`src/rtl/shift_seq_ctrl.sv`:
```
// Multi-cycle 32-bit shift sequencer: one power-of-two stage (1,2,4,8,16) per clock.
// Define SHIFT_SEQ_SRA_EN to accept SRA_OP (arithmetic right shift); otherwise it reports err.
module shift_seq_ctrl #(
    parameter int          WIDTH  = 32,
    parameter logic [5:0]  SLL_OP = 6'b000000,
    parameter logic [5:0]  SRL_OP = 6'b000010,
    parameter logic [5:0]  SRA_OP = 6'b000011
) (
    input  logic             clk,
    input  logic             reset,
    input  logic             start,
    input  logic [WIDTH-1:0] dataA,
    input  logic [WIDTH-1:0] dataB,
    input  logic [5:0]       Signal,
    output logic             busy,
    output logic             done,
    output logic             err,
    output logic [WIDTH-1:0] dataOut
);

    typedef enum logic [1:0] {IDLE, SHIFT, DONE} state_t;

    state_t           state;
    logic [WIDTH-1:0] acc;
    logic [WIDTH-1:0] acc_next;
    logic [4:0]       amt;
    logic [5:0]       op;
    logic [2:0]       stage;
    logic [4:0]       sh;
    logic             op_ok;
    logic             unused_b;

    assign unused_b = ^dataB[WIDTH-1:5];

    always_comb begin
        op_ok = (Signal == SLL_OP) || (Signal == SRL_OP);
`ifdef SHIFT_SEQ_SRA_EN
        op_ok = op_ok || (Signal == SRA_OP);
`endif
    end

    // Single shared stage: an unsupported op holds acc at zero, so every arm leaves it zero.
    always_comb begin
        sh       = 5'd1 << stage;
        acc_next = acc;
        if (amt[stage]) begin
            case (op)
                SLL_OP:  acc_next = acc << sh;
                SRL_OP:  acc_next = acc >> sh;
                SRA_OP:  acc_next = $signed(acc) >>> sh;
                default: acc_next = acc;
            endcase
        end
    end

    always_ff @(posedge clk or posedge reset) begin
        if (reset) begin
            state   <= IDLE;
            acc     <= '0;
            amt     <= '0;
            op      <= '0;
            stage   <= '0;
            busy    <= 1'b0;
            done    <= 1'b0;
            err     <= 1'b0;
            dataOut <= '0;
        end else begin
            case (state)
                IDLE: begin
                    if (start) begin
                        acc   <= op_ok ? dataA : '0;
                        amt   <= dataB[4:0];
                        op    <= Signal;
                        err   <= ~op_ok;
                        stage <= '0;
                        busy  <= 1'b1;
                        state <= SHIFT;
                    end
                end
                SHIFT: begin
                    acc <= acc_next;
                    if (stage == 3'd4) begin
                        dataOut <= acc_next;
                        done    <= 1'b1;
                        state   <= DONE;
                    end else begin
                        stage <= stage + 3'd1;
                    end
                end
                DONE: begin
                    done  <= 1'b0;
                    busy  <= 1'b0;
                    stage <= '0;
                    state <= IDLE;
                end
                default: state <= IDLE;
            endcase
        end
    end

endmodule

```
`config.mk`:
```
export PLATFORM = sky130hd
export DESIGN_NAME = shift_seq_ctrl
export DESIGN_NICKNAME = d
export VERILOG_FILES = /design/src/rtl/shift_seq_ctrl.sv
export SDC_FILE = /design/constraint.sdc
export NUM_CORES = 1
export LEC_CHECK = 0
export BUFFER_PORTS_ARGS = -buffer_cell sky130_fd_sc_hd__buf_2
export CORE_UTILIZATION = 40
export CTS_CLUSTER_SIZE = 25
export DETAILED_ROUTE_END_ITERATION = 8
export GPL_TIMING_DRIVEN = 0
export REMOVE_ABC_BUFFERS = 1
export SLEW_MARGIN = 20
export SYNTH_ARGS = -nofsm -noshare
export SYNTH_HDL_FRONTEND = slang
export SYNTH_SLANG_ARGS = --single-unit
```
`constraint.sdc`:
```
create_clock -name clk -period 5.75 [get_ports clk]
set_input_delay 0.8625 -clock clk [delete_from_list [all_inputs] [get_ports clk]]
set_output_delay 0.8625 -clock clk [all_outputs]
set_load 0.05 [all_outputs]
```
==> results.rst <==
.. list-table::
   :header-rows: 1

   * - Metric
     - Value
   * - Nets
     - 1153
   * - Syn-to-layout area delta
     - 9.84%
   * - Post-DP HPWL
     - 30100 um
   * - Post-Route WL
     - 41800 um
   * - Critical path type
     - flop to flop
   * - Critical-path cell with the highest stage delay
     - sky130_fd_sc_hd__mux4_1
   * - Synth unique cells
     - 85
   * - DIE AREA
     - 0.0230 mm^2
   * - EDFF count, synth
     - 0
   * - Number of cells produced by synthesis
     - 1098
   * - CP endpoint kind
     - flop
   * - Hold crit path type
     - flop to flop
   * - Final Setup Violations
     - 0
   * - Sequential area share after synthesis
     - 23.1%
   * - CTS root buf
     - sky130_fd_sc_hd__clkbuf_16
   * - Worst Reg2Reg Path Length in Cells
     - 10
   * - Count of vias placed by the detailed router
     - 9773
   * - Hold buffer count at cts
     - 0
   * - Endpoints failing hold
     - 0
   * - Number of sinks driven by the clock tree
     - 83
   * - Number of pins with negative max-slew slack in the final report
     - 0
   * - Initial Utilization
     - 41.0%
   * - Later-pin clock latency in the skew report
     - 0.36 ns
   * - Headroom to the max-slew limit
     - 9.09%
   * - Maximum clock rate
     - 223 MHz
   * - Clock-pin slew of the registers on the worst-case setup and hold paths
     - 0.07 ns
   * - Number of antenna violations at the first check in global routing
     - 0
   * - Worst hold endpoint
     - amt[3]
   * - Buffering stage count on the worst path with inverters included
     - 2
   * - Residual antenna-violating net count after detailed routing
     - 0
   * - Setup repair after global routing missed its margin
     - no
   * - Chain of cells forming the critical path
     - inv_1 > ha_4 > buf_16 > nand2b_4 > mux4_1 > o221ai_1 > nand2_1 > and3_1 > o32ai_1 > o21ai_0
   * - Delay-heaviest family, CP
     - compound AO/OA/AOI/OAI gates
   * - Hold slack
     - 0.472 ns
   * - Number of resized instances in the post-cts repair step
     - 0
   * - Reg-to-Reg End
     - acc[3]
   * - Prevailing post-synth register cell
     - sky130_fd_sc_hd__dfrtp_1
   * - Number of vias per cell
     - 7.19
   * - CTS H-tree lvls
     - 3
   * - Result of the run
     - complete, no violations
   * - Netlist area before placement
     - 0.00898 mm^2
   * - Flop and latch count out of synthesis
     - 83
   * - Total DRC errors in the routed layout
     - 0
   * - Cells on Worst Hold Path
     - 2
   * - Final antenna diode count
     - 0
   * - CP startpoint kind
     - flop
   * - Final clock skew
     - 0.0107 ns
   * - Transition time at the pin with the least slew margin
     - 1.34 ns
   * - Postcts setup bufs
     - 0
   * - Clock Tree Buf Depth
     - 2
   * - Via count of the first global-routing pass
     - 9132
   * - HP Start
     - amt[3]
   * - Largest net degree at the start of global routing
     - 66
   * - Share of cells above drive strength 1
     - 18.5%
   * - Post-synthesis async set-or-reset flop share
     - 100%
   * - Num rows
     - 54
   * - Clock period minus final worst setup slack
     - 4.48 ns
   * - Total negative slack
     - 0 ns
   * - Die boundary width
     - 152 um
   * - Beginning of the worst register-to-register path
     - stage[0]
   * - Number of primary I/O pins
     - 108
   * - Worst setup path startpoint
     - stage[0]
   * - Max VDD drop
     - 0.339 mV
   * - P_leak
     - 3.93 nW
   * - First-pass DRT Iterations
     - 9
   * - Area of the core
     - 0.0219 mm^2
   * - Total CTS buffers
     - 9
   * - Worst endpoint data arrival time
     - 4.69 ns
   * - Routed length per placed instance
     - 30.7 um
   * - Count of yosys warnings during synthesis
     - 0
   * - Die height
     - 152 um
   * - GRT Total Usage
     - 35.9%
   * - Global placement routability congestion
     - 1.03
   * - Setup slack of the worst register-to-register path
     - 1.27 ns
   * - Number of violations reported at the end of detailed-routing iteration 0
     - 1414
   * - Share of the clock period used by the worst path after layout
     - 77.9%
   * - MaxCap Viol Count
     - 0
   * - Overflow left after global routing
     - 0
   * - Pwr dens
     - 641 mW/mm^2
   * - Synth Area per Inst
     - 8.17 um^2
   * - Global-route wire length before repair
     - 62300 um
   * - Worst path required time
     - 5.97 ns
   * - Count of input and output buffers
     - 80
   * - Worst path max stage delay
     - 0.69 ns
   * - Critical Path Fanout Max
     - 63
   * - Clock tree from TritonCTS
     - built
[synth_stat cells, types with 8 or more instances]
master | count | area share, %
sky130_fd_sc_hd__a221oi_1 | 14 | 1.4
sky130_fd_sc_hd__mux2_2 | 17 | 2.1
sky130_fd_sc_hd__dfrtp_1 | 83 | 23
sky130_fd_sc_hd__nor2_1 | 78 | 3.3
sky130_fd_sc_hd__buf_2 | 35 | 2.0
sky130_fd_sc_hd__nor4_1 | 8 | 0.56
sky130_fd_sc_hd__mux2i_1 | 75 | 8.4
sky130_fd_sc_hd__o221ai_1 | 15 | 1.5
sky130_fd_sc_hd__buf_4 | 9 | 0.75
sky130_fd_sc_hd__a31oi_1 | 15 | 1.0
sky130_fd_sc_hd__o31ai_1 | 13 | 1.1
sky130_fd_sc_hd__o21ai_0 | 91 | 5.1
sky130_fd_sc_hd__nor3_1 | 20 | 1.1
sky130_fd_sc_hd__o32ai_1 | 11 | 1.1
sky130_fd_sc_hd__o22ai_1 | 20 | 1.4
sky130_fd_sc_hd__a21oi_1 | 57 | 3.2
sky130_fd_sc_hd__clkbuf_1 | 72 | 3.0
sky130_fd_sc_hd__nand2_1 | 122 | 5.1
sky130_fd_sc_hd__a22oi_1 | 28 | 2.3
sky130_fd_sc_hd__nand3_1 | 19 | 1.1
sky130_fd_sc_hd__mux4_2 | 29 | 7.3
sky130_fd_sc_hd__o211ai_1 | 12 | 1.0
sky130_fd_sc_hd__and3b_1 | 8 | 0.78
sky130_fd_sc_hd__inv_1 | 25 | 1.0
sky130_fd_sc_hd__nand2b_1 | 9 | 0.63
sky130_fd_sc_hd__a22o_1 | 10 | 0.98
sky130_fd_sc_hd__a211oi_1 | 27 | 2.3
[worst reg2reg max path, stage by stage, from the launching register on]
cell and delay (ns):
sky130_fd_sc_hd__dfrtp_1 0.49, sky130_fd_sc_hd__inv_1 0.19, sky130_fd_sc_hd__ha_4 0.53, sky130_fd_sc_hd__buf_16 0.34, sky130_fd_sc_hd__nand2b_4 0.46, sky130_fd_sc_hd__mux4_1 0.70, sky130_fd_sc_hd__o221ai_1 0.50, sky130_fd_sc_hd__nand2_1 0.12
sky130_fd_sc_hd__and3_1 0.20, sky130_fd_sc_hd__o32ai_1 0.64, sky130_fd_sc_hd__o21ai_0 0.16
[metal layers]
metal | part of all wire [%] | GRT usage, % | wire length [um] | up-vias
li1 | - | - | - | 4168
met1 | 41 | 50.7 | 17300 | 4785
met2 | 44 | 54.0 | 18300 | 701
met3 | 11 | 7.70 | 4630 | 119
met4 | 3.7 | 12.5 | 1570 | 0
met5 | 0 | 0 | 0 | -
[how the worst max path moves through the flow]
stage | endpoint | cells past startpoint
floorplan | dataOut[3] | 9
global placement | dataOut[4] | 8
detailed placement | acc[20] | 10
CTS | acc[20] | 10
global route | acc[3] | 10
finish | acc[3] | 10
[cell usage in the layout, fill, tap and decap left out, types with 27 or more instances in the layout]
cell type,count
sky130_fd_sc_hd__dfrtp_1,82
sky130_fd_sc_hd__mux2i_1,75
sky130_fd_sc_hd__nor2_1,78
sky130_fd_sc_hd__buf_2,80
sky130_fd_sc_hd__a22oi_1,28
sky130_fd_sc_hd__a211oi_1,27
sky130_fd_sc_hd__nand2_1,120
sky130_fd_sc_hd__mux4_2,29
sky130_fd_sc_hd__a21oi_1,57
sky130_fd_sc_hd__o21ai_0,90
[kinds of logic (layout without fill, tap and decap cells)]
group	Yosys count	after routing	share of synthesized area [%]
compound gates	394	394	30.1
simple gates	335	335	18.7
buf+inv	154	136	7.93
mux	127	127	19.5
flops	83	83	23.1
fa+ha+maj	5	5	0.697
[report_power, final]
part | internal (W) | total [W] | switching [W]
Clock | 0.000389 | 0.000674 | 0.000286
Combinational | 0.00144 | 0.00447 | 0.00302
Sequential | 0.000776 | 0.00118 | 0.000403
[state kept, by name, summed over array words and instances (netlist names)]
register	flops
acc	32
busy	1
amt	5
err	1
dataOut	32
state	2
done	1
stage	3
op	6
[layout make-up]
type / instances / area, um^2
flip-flops and latches: 83 / 2080
multi-input cells: 861 / 6310
well taps: 280 / 350
clock buffers: 9 / 225
inverters: 25 / 96.3
repair buffers: 95 / 686
clock inverters: 7 / 110
fillers: 2216 / 12000
[stage by stage]
step                      power [W]  util [%]  instances  instance area [um^2]  setup WS [ns]
after floorplan             0.00383         -        969                  8360          0.518
after global placement      0.00533      41.6       1329                  9110          -2.28
after detailed placement    0.00546      43.5       1344                  9510           1.20
after CTS                   0.00614      45.0       1360                  9850           1.19
after global routing        0.00656      45.0       1360                  9860           1.09
final                       0.00632      45.0       1360                  9860           1.27
(Power assumes the default switching activity.)
